--- src/rtl/dummy_completion_monitor.sv ---
// Completion checker for dummy IP instances: armed with a source mask, collects
// done pulses and reports a sticky pass, or a fail on timeout.
module dummy_completion_monitor #(
  parameter int NumSources    = 4,
  parameter int TimeoutCycles = 1000,
  parameter int CntWidth      = $clog2(TimeoutCycles + 1),
  parameter int IdxWidth      = (NumSources > 1) ? $clog2(NumSources) : 1
) (
  input  logic                  clk_i,
  input  logic                  rst_i,
  input  logic                  arm_valid_i,
  output logic                  arm_ready_o,
  input  logic [NumSources-1:0] arm_mask_i,
  input  logic [NumSources-1:0] done_i,
  input  logic                  clear_i,
  output logic                  pass_o,
  output logic                  fail_o,
  output logic [NumSources-1:0] pending_o,
  output logic                  missing_valid_o,
  output logic [IdxWidth-1:0]   first_missing_o,
  output logic [CntWidth-1:0]   elapsed_o
);

  typedef enum logic [1:0] {
    S_IDLE  = 2'd0,
    S_ARMED = 2'd1,
    S_PASS  = 2'd2,
    S_FAIL  = 2'd3
  } state_e;

  localparam logic [CntWidth-1:0] LastCnt = CntWidth'(TimeoutCycles - 1);

  state_e                r_state;
  state_e                w_state_next;
  logic [NumSources-1:0] r_pending;
  logic [NumSources-1:0] w_pending_next;
  logic [NumSources-1:0] w_pending_done;
  logic [CntWidth-1:0]   r_cnt;
  logic [CntWidth-1:0]   w_cnt_next;
  logic [IdxWidth-1:0]   w_first_missing;

  assign w_pending_done = r_pending & ~done_i;

  always_ff @(posedge clk_i) begin
    if (rst_i) begin
      r_state   <= S_IDLE;
      r_pending <= '0;
      r_cnt     <= '0;
    end else begin
      r_state   <= w_state_next;
      r_pending <= w_pending_next;
      r_cnt     <= w_cnt_next;
    end
  end

  always_comb begin
    w_state_next   = r_state;
    w_pending_next = r_pending;
    w_cnt_next     = r_cnt;
    unique case (r_state)
      S_IDLE: begin
        if (arm_valid_i) begin
          w_pending_next = arm_mask_i;
          w_cnt_next     = '0;
          w_state_next   = (arm_mask_i == '0) ? S_PASS : S_ARMED;
        end
      end
      S_ARMED: begin
        w_pending_next = w_pending_done;
        w_cnt_next     = r_cnt + CntWidth'(1);
        // Completion wins over a timeout landing in the same cycle.
        if (w_pending_done == '0) begin
          w_state_next = S_PASS;
        end else if (r_cnt == LastCnt) begin
          w_state_next = S_FAIL;
        end
      end
      S_PASS, S_FAIL: begin
        if (clear_i) begin
          w_state_next   = S_IDLE;
          w_pending_next = '0;
          w_cnt_next     = '0;
        end
      end
      default: w_state_next = S_IDLE;
    endcase
  end

  // Scan downward so the lowest set bit is the one left standing.
  always_comb begin
    w_first_missing = '0;
    for (int i = NumSources - 1; i >= 0; i--) begin
      if (r_pending[i]) begin
        w_first_missing = IdxWidth'(i);
      end
    end
  end

  assign arm_ready_o     = (r_state == S_IDLE);
  assign pass_o          = (r_state == S_PASS);
  assign fail_o          = (r_state == S_FAIL);
  assign pending_o       = r_pending;
  assign missing_valid_o = |r_pending;
  assign first_missing_o = w_first_missing;
  assign elapsed_o       = r_cnt;

endmodule

--- config.mk ---
export PLATFORM = sky130hd
export DESIGN_NAME = dummy_completion_monitor
export DESIGN_NICKNAME = d
export VERILOG_FILES = /design/src/rtl/dummy_completion_monitor.sv
export SDC_FILE = /design/constraint.sdc
export NUM_CORES = 1
export LEC_CHECK = 0
export ABC_AREA = 1
export CORE_MARGIN = 2
export CORE_UTILIZATION = 48
export DETAILED_ROUTE_END_ITERATION = 8
export MAX_ROUTING_LAYER = met4
export PLACE_DENSITY = 0.83
export SYNTH_ARGS = -nofsm -noshare
export SYNTH_HDL_FRONTEND = slang
export SYNTH_SLANG_ARGS = --single-unit
--- constraint.sdc ---
create_clock -name clk_i -period 3.6 [get_ports clk_i]
set_input_delay 0.36 -clock clk_i [delete_from_list [all_inputs] [get_ports clk_i]]
set_output_delay 0.36 -clock clk_i [all_outputs]
set_load 0.05 [all_outputs]
# Word-level counts from Yosys, hierarchy flattened
# Index checks and enable logic that the tools add are counted.
[totals]
regBits = 16
input_bits = 12
wordCells = 36
[op_classes]
addsub = 1
eq_ne = 7
mux = 16
bitwise = 2
reduce_logical = 7
[ops]
columns = ["op", "n"]
rows = [
  ["10-bit case mux with 3 select lines", 1],
  ["10-bit 2-to-1 mux", 2],
  ["2-bit 2-to-1 mux", 9],
  ["4-bit case mux with 3 select lines", 1],
  ["10-bit by 1-bit adder with 10-bit output, second input constant", 1],
  ["10-bit equality test, second input constant", 1],
  ["4-bit zero test", 2],
  ["4-bit 2-to-1 mux", 2],
  ["2-bit case mux with 3 select lines", 1],
  ["4-bit bitwise AND", 1],
  ["2-bit equality test, second input constant", 2],
  ["2-bit inequality test, second input constant", 2],
  ["4-bit NOT", 1],
  ["4-bit OR reduction", 1],
  ["3-bit inequality test, second input constant", 1],
  ["3-bit AND reduction", 1],
  ["2-bit by 1-bit equality test with 1-bit output, second input constant", 1],
  ["2-bit zero test", 1],
  ["2-bit AND reduction", 1],
  ["2-bit OR reduction", 1],
]

# Logic depth before layout (Yosys ltp)
# Gate-level depths: netlist of the first run.
[depth]
ltp_word = 5
ltp_mapped = 9

# Worst setup path after synthesis of the first run
# No wires, ideal clock.
[synth_timing]
kind = "register -> output"
startpoint = "register r_pending[1] (netlist: pending_o[1])"
endpoint = "output port first_missing_o[0]"
arrival_time_ns = 1.563
required_time_ns = 3.240
slack_ns = 1.677
path_stages_with_launch = 3
path_cell_list = "dfxtp_1 > inv_1 > a21oi_1"
[synth_between]
elab_chain_cells = 2
[synth_lines]
columns = ["item", "line_no", "source"]
rows = [
  ["start: declaration", "35", "logic [NumSources-1:0] r_pending;"],
  ["start signal: assignment", "51", "r_pending <= w_pending_next;"],
  ["2-bit 2-to-1 mux (2 in series)", "93", "if (r_pending[i]) begin"],
  ["end: declaration", "20", "output logic [IdxWidth-1:0] first_missing_o,"],
]
# Every way passes these cells.

# Final worst setup path of the first run
[layout_timing]
startpoint = "register r_pending[0] (netlist: pending_o[0])"
endpoint = "output port first_missing_o[1]"
[layout_between]
elab_chain_cells = 1
[layout_lines]
columns = ["item", "line_no"]
rows = [
  ["2-bit 2-to-1 mux", "93"],
]
# Every way passes these cells.

==> impl_metrics.yaml, run 1 <==
status:
  status: "finished, final reports clean"
critical_path:
  cp.required_ns: 3.24
  crit_path_end_kind: "output port"
  rr_worst_depth: 9
  cp.depth: 3
  crit_path_max_incr_delay_ns: 0.84
  startpoint_type: "flop"
  arrival_ns: 1.80
  path_class: "flop to output port"
  cp_top_family: "buffers and inverters"
  crit_fanout: 5
  cp_slowest_cell: "clkdlybuf4s50_1"
  worst-path-buf-inv: 1
  path_cells: "nor2_1 > o21a_1 > clkdlybuf4s50_1"
cts:
  cts_setup_buffers: 0
  clk_pin_slew_ns: 0.10
  cts_buffer_depth: 2
  cts_tree: "built"
  holdBufCountCts: 0
  cts-root-buf: "clkbuf_4"
  clkLatencyLatePin_ns: 0.28
  clock-sinks: 16
  cts-resized-gates: 0
  htreeDepth: 1
  cts_inserted_buffers: 3
sta:
  final.setup.tns_ns: 0
  drv_slew: 0
  max_slew.worst_pin.slew_ns: 0.5334
  clock-skew-final_ns: 0.001394
  maxSlewHeadroom_pct: 64.33
  rsz0062_at_grt: "no"
  hold_viol_final: 0
  post-route-min-period_ns: 2.160
  hold_ws_ns: 0.5188
  setup_viol: 0
  post-route-period-util_pct: 59.99
  clock.fmax_ghz: 0.4631
flow_run:
  drv_cap: 0
yosys:
  synth_mux_area_share_pct: 0
  synth-seq-cells: 16
  synth_nets: 163
  synth_simple_gate_area_share_pct: 36.76
  yosysSeqAreaShare_pct: 32.45
  ys.warnings.count: 0
  synth_compound_area_share_pct: 16.73
  synth_area_per_cell_sq_um: 6.581
  yosys.area_share.xor_xnor_pct: 0
  synth-adder-area-share_pct: 1.267
  synth_top_family_by_area: "simple AND/OR/NAND/NOR gates"
  ys_types: 27
  syn_inst: 150
  netlist_area_sq_um: 987.2
global_route:
  grt_max_degree: 14
  antenna_found_initial: 0
  track_usage_pct: 22.19
  grt_pass1_wl_mm: 4.112
  gr-total-overflow: 0
  first_global_vias: 979
placement:
  place_hpwl_mm: 1.834
  placedCellCount: 207
  portBuffers: 31
  place_congestion: 0.8366
pwr:
  power.share.switching_pct: 52.35
  combPwrFrac_pct: 62.0
  switchingPower_uw: 507.2
  internal_power_uw: 461.6
  p_clk_share_pct: 12.3
  finalPower_uw: 968.9
  vdd_drop_max_mv: 0.5873
  leakagePower_nw: 0.5802
  share_seq_of_total_power_pct: 25.7
  power_density_nw_per_um2: 716.3
die:
  core-area_sq_um: 1942
  die_width_microns: 49.35
  dieArea_sq_um: 2435
  ios: 32
  start_util_pct: 50.84
  rows: 16
  die_h_microns: 49.35
drt:
  first_pass_iters: 4
  antenna_left: 0
  drc: 0
  wl_per_cell_microns: 11.04
  drtIter0Drc: 12
  finalWirelength_mm: 2.330
  num_vias: 1001
  vias_per_cell: 4.744
cells_and_area:
  area_growth_syn_to_layout_pct: 37.01
  n_fill_cell: 193
  layout_commonest_cell: "nand2_1"
  drive_gt1_share_pct: 11.96
  layout_common_cells: "nand2_1, clkdlybuf4s50_1, inv_1"
  finalNetCount: 198
  diodes: 0
  fin_cells: 211
min_path:
  hold_class: "flop to flop"
  holdPathStages: 2
per-layer routing:
layer	share of wire [%]	up-vias	GRT usage (%)
met5	0	-	-
met4	0.60	0	7.143
met3	2.5	2	3.067
met2	48	18	36.71
met1	49	446	27.81
li1	-	535	-
Yosys cell counts, drive strengths merged:
master / number / share of area [%]
o22ai: 2 / 1.3
a21oi: 12 / 7.6
a211oi: 1 / 0.76
o31ai: 1 / 0.76
nor2: 21 / 11
nand3: 7 / 3.5
nor3b: 1 / 0.76
o21bai: 1 / 0.76
inv: 29 / 11
o21ai: 8 / 4.8
o21a: 1 / 0.76
nand2: 46 / 20
dfxtp: 16 / 32
nand3b: 1 / 1.1
ha: 1 / 1.3
buf: 1 / 1.5
nor3: 1 / 0.51
flip-flops by register name, summed over array words and instances, names as in the netlist:
register and flops:
elapsed_o 10, r_state 2, pending_o 4
power groups by stage:
stage | logic, mW | clock network, mW | registers (mW)
after detailed placement | 0.597 | 0 | 0.253
after floorplan | 0.365 | 0 | 0.328
after global routing | 0.645 | 0.130 | 0.253
final | 0.601 | 0.119 | 0.249
after global placement | 0.588 | 0 | 0.250
after CTS | 0.602 | 0.124 | 0.249
through the flow:
| stage | cell area [sq um] | util, % | setup WS, ns |
|---|---|---|---|
| 2_1_floorplan | 987.2 | - | 1.677 |
| 3_3_place_gp | 1316 | 67.78 | 1.835 |
| 3_5_place_dp | 1316 | 67.78 | 1.790 |
| 4_1_cts | 1353 | 69.65 | 1.441 |
| 5_1_grt | 1353 | 69.65 | 1.385 |
| 6_report | 1353 | 69.65 | 1.440 |
tightest hold or removal path: stages, from the launching register on:
cell and delay, ns:
dfxtp_1 0.35, inv_1 0.07, a21oi_1 0.06
worst paths after layout:
check          startpoint            endpoint  slack, ns
min reg2reg  pending_o[1]        pending_o[1]       0.52
max          pending_o[0]  first_missing_o[1]       1.44
min          pending_o[1]        pending_o[1]       0.52
max reg2reg  elapsed_o[0]        elapsed_o[8]       2.20
cells by family after synthesis:
group	count (synthesis)
flops	16
simple gates	77
buf+inv	30
compound gates	26
fa+ha+maj	1
layout make-up:
| type | instances | area [sq um] | area share, % |
|---|---|---|---|
| Sequential cell | 16 | 320.3 | 23.68 |
| Multi-Input combinational cell | 104 | 540.5 | 39.96 |
| Tap cell | 27 | 33.78 | 2.498 |
| Timing Repair Buffer | 31 | 310.3 | 22.94 |
| Inverter | 29 | 111.4 | 8.233 |
| Clock buffer | 4 | 36.28 | 2.683 |
No activity file was read; power rests on OpenSTA's default activity.
==> run 2, diff against run 1 <==
--- a/config.mk
+++ b/config.mk
@@ -7,10 +7,10 @@
 export LEC_CHECK = 0
 export ABC_AREA = 1
 export CORE_MARGIN = 2
-export CORE_UTILIZATION = 48
+export CORE_UTILIZATION = 45
 export DETAILED_ROUTE_END_ITERATION = 8
 export MAX_ROUTING_LAYER = met4
-export PLACE_DENSITY = 0.83
+export PLACE_DENSITY = 0.78
 export SYNTH_ARGS = -nofsm -noshare
 export SYNTH_HDL_FRONTEND = slang
 export SYNTH_SLANG_ARGS = --single-unit
==> constraint.sdc (replaced) <==
create_clock -name clk_i -period 2 [get_ports clk_i]
set_input_delay 0.2 -clock clk_i [delete_from_list [all_inputs] [get_ports clk_i]]
set_output_delay 0.2 -clock clk_i [all_outputs]
set_load 0.05 [all_outputs]
==> run 2 against run 1 <==
Effect of this change:
- power rose by 79%
- non-clock buffer count did not move
- hold slack got worse by 0.018 ns
- register-to-register slack got worse by 1.6 ns
- final cell count did not move
- clock power rose by 85%
- critical path type unchanged
==> impl_metrics.yaml, run 2 (synthesis gave the netlist of run 1 again) <==
sta:
  post-route-min-period_ns: 1.916
  setup_viol: 0
  rsz0062_at_grt: "no"
  drv_slew: 0
  clock-skew-final_ns: 0.003503
  post-route-period-util_pct: 95.82
  clock.fmax_ghz: 0.5218
  max_slew.worst_pin.slew_ns: 0.5110
  maxSlewHeadroom_pct: 65.88
  final.setup.tns_ns: 0
  hold_viol_final: 0
flow_run:
  drv_cap: 0
cells_and_area:
  fin_cells: 211
  n_fill_cell: 174
  drive_gt1_share_pct: 11.96
  finalNetCount: 198
  layout_common_cells: "nand2_1, clkdlybuf4s50_1, inv_1"
  area_growth_syn_to_layout_pct: 37.52
  diodes: 0
  layout_commonest_cell: "nand2_1"
  seq_area_sq_um: 320.3
  multi_input_area_sq_um: 540.5
  largest_reg_flops: 10
drt:
  finalWirelength_mm: 2.148
  antenna_left: 0
  vias_per_cell: 4.754
  wl_per_cell_microns: 10.18
  first_pass_iters: 4
  drc: 0
  num_vias: 1003
  drtIter0Drc: 17
critical_path:
  crit_fanout: 5
  path_cells: "nand2_1 > a21oi_1 > clkdlybuf4s50_1"
  startpoint_type: "flop"
  crit_path_end_kind: "output port"
  crit_path_max_incr_delay_ns: 0.81
  cp_slowest_cell: "clkdlybuf4s50_1"
  path_class: "flop to output port"
  arrival_ns: 1.72
  cp.required_ns: 1.80
placement:
  place_hpwl_mm: 1.695
  place_congestion: 0.8050
  portBuffers: 31
  placedCellCount: 207
die:
  rows: 16
  start_util_pct: 48.82
  die_h_microns: 50.84
  core-area_sq_um: 2022
  die_width_microns: 50.84
  dieArea_sq_um: 2584
  ios: 32
pwr:
  finalPower_mw: 1.738
  power_density_nw_per_um2: 1280
  leakagePower_nw: 0.6003
  vdd_drop_max_mv: 1.001
global_route:
  grt_pass1_wl_mm: 3.946
  track_usage_pct: 19.99
  first_global_vias: 951
  antenna_found_initial: 0
  grt_max_degree: 14
  gr-total-overflow: 0
cts:
  clk_pin_slew_ns: 0.10
  clkLatencyLatePin_ns: 0.29
  htreeDepth: 1
  holdBufCountCts: 0
  cts_buffer_depth: 2
  cts_inserted_buffers: 3
  clock-sinks: 16
  cts_tree: "built"
  cts-root-buf: "clkbuf_4"
status:
  status: "finished, final reports clean"
min_path:
  hold_class: "input pin to flop"
## run 2: cell count changes in the layout (fill, tap and decap cells not counted)
cell / previous run / this run
clkdlybuf4s50_1: 31 / 29
dlymetal6s2s_1: 0 / 2
## run 2: report_power, final
| part | internal (mW) | switching [mW] | leakage [nW] | total [mW] |
|---|---|---|---|---|
| logic | 0.341 | 0.728 | 0.449 | 1.07 |
| clock network | 0.111 | 0.109 | 0.0210 | 0.220 |
| registers | 0.377 | 0.0728 | 0.130 | 0.449 |
| total | 0.829 | 0.909 | 0.600 | 1.74 |
## run 2: timing repair
| item | 4_1_cts | 5_1_grt |
|---|---|---|
| resized for setup | 0 | 2 |
| setup endpoints to repair | 0 | 2 |
| buffers inserted | 0 | 0 |
## run 2: metal layers
metal | vias up | share of wire, % | track usage [%]
met5 | - | 0 | -
met4 | 0 | 0.88 | 5.405
met3 | 4 | 4.4 | 2.632
met2 | 21 | 43 | 31.80
met1 | 444 | 52 | 26.99
li1 | 534 | - | -
## run 2: path summary, 6_finish.rpt
| check | start | endpoint | slack [ns] | cells past startpoint |
|---|---|---|---|---|
| worst max register to register | elapsed_o[0] | elapsed_o[8] | 0.59 | 9 |
| worst min-delay path | rst_i | elapsed_o[0] | 0.50 | 2 |
| worst min register to register | elapsed_o[2] | elapsed_o[2] | 0.52 | 2 |
| worst max-delay path | pending_o[3] | first_missing_o[0] | 0.08 | 3 |
## run 2: worst max-delay path: cells and delay by family (launching register included)
| kind | cells | cell delay [ns] |
|---|---|---|
| buf+inv | 1 | 0.81 |
| flops | 1 | 0.42 |
| compound gates | 1 | 0.12 |
| simple gates | 1 | 0.08 |
## run 2: through the flow
stage	area, sq um	hold WS (ns)	worst slack (ns)	utilization [%]
2_1_floorplan	987.2	0.2691	0.2365	-
3_3_place_gp	1316	0.4862	0.3932	65.10
5_1_grt	1358	0.5055	0.02338	67.14
6_report	1358	0.5004	0.08366	67.14
4_1_cts	1353	0.4960	0.02674	66.89
3_5_place_dp	1316	0.5024	0.3567	65.10
## run 2: final cells by class
| class | instances | share of cell area (%) |
|---|---|---|
| clock buffer | 4 | 2.673 |
| inverter | 29 | 8.203 |
| multi-input combinational | 104 | 39.82 |
| sequential | 16 | 23.59 |
| tap | 27 | 2.488 |
| timing repair buffer | 31 | 23.23 |
==> run 3, diff against run 2 <==
--- a/config.mk
+++ b/config.mk
@@ -6,9 +6,11 @@
 export NUM_CORES = 1
 export LEC_CHECK = 0
 export ABC_AREA = 1
-export CORE_MARGIN = 2
+export CORE_MARGIN = 3
 export CORE_UTILIZATION = 45
+export CTS_CLUSTER_DIAMETER = 60
 export DETAILED_ROUTE_END_ITERATION = 8
+export GPL_TIMING_DRIVEN = 0
 export MAX_ROUTING_LAYER = met4
 export PLACE_DENSITY = 0.78
 export SYNTH_ARGS = -nofsm -noshare
==> run 3 against run 2 <==
Effect of this change:
- cell area grew 0.28%
- worst setup slack gained 0.016 ns
- die area grew 8.0%
- hold slack gained 0.017 ns
- register-to-register slack lost 0.03 ns
- global-route usage shrank 1.3 points
- critical endpoint is now pass_o
- largest cell class unchanged
- highest routed layer unchanged
==> impl_metrics.yaml, run 3 (synthesis gave the netlist of run 1 again) <==
drt:
  antenna_left: 0
  wl_met3_microns: 99
  wl_met2_mm: 1.085
  finalWirelength_mm: 2.261
  drc: 0
  first_pass_iters: 4
  wl_per_cell_microns: 10.72
  wl_met1_mm: 1.067
  top_layer: "met4"
  vias_per_cell: 4.697
  drtIter0Drc: 31
  num_vias: 991
cts:
  clk_pin_slew_ns: 0.09
  holdBufCountCts: 0
  cts_buffer_depth: 2
  htreeDepth: 1
  clock-sinks: 16
  cts_tree: "built"
  cts_inserted_buffers: 3
  cts_setup_buffers: 0
  cts-resized-gates: 0
  cts-root-buf: "clkbuf_4"
  clkLatencyLatePin_ns: 0.29
critical_path:
  cp.required_ns: 1.80
  rr_worst_depth: 9
  path_cells: "inv_2 > nor2_1 > clkdlybuf4s50_1"
  crit_path_max_incr_delay_ns: 0.80
  cp_slowest_cell: "clkdlybuf4s50_1"
  crit_fanout: 4
  path_class: "flop to output port"
  crit_path_end_kind: "output port"
  startpoint_type: "flop"
  arrival_ns: 1.70
sta:
  drv_slew: 0
  rsz0062_at_grt: "no"
  post-route-period-util_pct: 95.02
  max_slew.worst_pin.slew_ns: 0.5079
  setup_viol: 0
  clock-skew-final_ns: 0.006940
  hold_viol_final: 0
  final.setup.tns_ns: 0
  clock.fmax_ghz: 0.5262
  maxSlewHeadroom_pct: 66.03
  layout_setup_ws_ns: 0.09952
  post-route-min-period_ns: 1.900
die:
  ios: 32
  die_h_microns: 52.84
  die_width_microns: 52.84
  rows: 16
  start_util_pct: 48.82
  core-area_sq_um: 2022
  dieArea_sq_um: 2792
global_route:
  grt_pass1_wl_mm: 3.808
  track_usage_pct: 18.68
  gr-total-overflow: 0
  first_global_vias: 922
  grt_max_degree: 11
  antenna_found_initial: 0
cells_and_area:
  drive_gt1_share_pct: 11.96
  area_growth_syn_to_layout_pct: 37.90
  layout_commonest_cell: "nand2_1"
  finalNetCount: 199
  largest_reg_flops: 10
  fin_area_sq_um: 1361
  layout_common_cells: "nand2_1, clkdlybuf4s50_1, inv_1"
  diodes: 0
status:
  status: "finished, final reports clean"
min_path:
  holdPathStages: 2
  hold_class: "flop to flop"
pwr:
  vdd_drop_max_mv: 0.8496
  leakagePower_nw: 0.6141
  power_density_nw_per_um2: 1256
placement:
  place_hpwl_mm: 1.789
  dp_slack_ns: 0.3457
  portBuffers: 31
  dpl_cell_area_sq_um: 1331
  place_congestion: 0.8116
flow_run:
  drv_cap: 0
## run 3: changes by cell type in the layout (fill, tap and decap cells not counted)
| cell | change |
|---|---|
| clkdlybuf4s50_1 | -1 |
| buf_8 | +1 |
| clkbuf_8 | -1 |
| dlymetal6s2s_1 | +1 |
## run 3: layout make-up
type                    instances  area (sq um)
inverters                      29         111.4
multi-input cells             104         540.5
fillers                       190         660.6
well taps                      27         33.78
plain buffers                   1         15.01
repair buffers                 31         317.8
flip-flops and latches         16         320.3
clock buffers                   3         22.52
## run 3: power by group
part           switching [mW]  internal (mW)  leakage, nW
Clock                  0.0956         0.0700       0.0138
Combinational           0.729          0.363        0.470
Sequential             0.0757          0.377        0.130
## run 3: path summary, 6_finish.rpt
kind	start	end	slack, ns
min	pending_o[1]	pending_o[1]	0.52
min reg2reg	pending_o[1]	pending_o[1]	0.52
max	r_state[1]	pass_o	0.1
max reg2reg	elapsed_o[1]	elapsed_o[8]	0.56
## run 3: through the flow
step	hold slack (ns)	cells	util [%]	total power, mW
final	0.5171	211	67.33	1.710
after global routing	0.5354	211	67.33	1.823
after CTS	0.5098	211	66.96	1.725
after detailed placement	0.4951	208	65.84	1.560
after global placement	0.4929	208	65.84	1.545
after floorplan	0.2691	150	-	1.247
## run 3: critical path: cells and delay by family (launching register included)
kind / cells / cell delay (ns)
and+or+nand+nor: 1 / 0.09
buffers and inverters: 2 / 0.88
DFF: 1 / 0.44
## run 3: per-layer routing
layer  vias up  track usage [%]
met5         -                -
met1       429            24.35
met2        28            29.55
met3         2            5.128
li1        532                -
met4         0            2.553
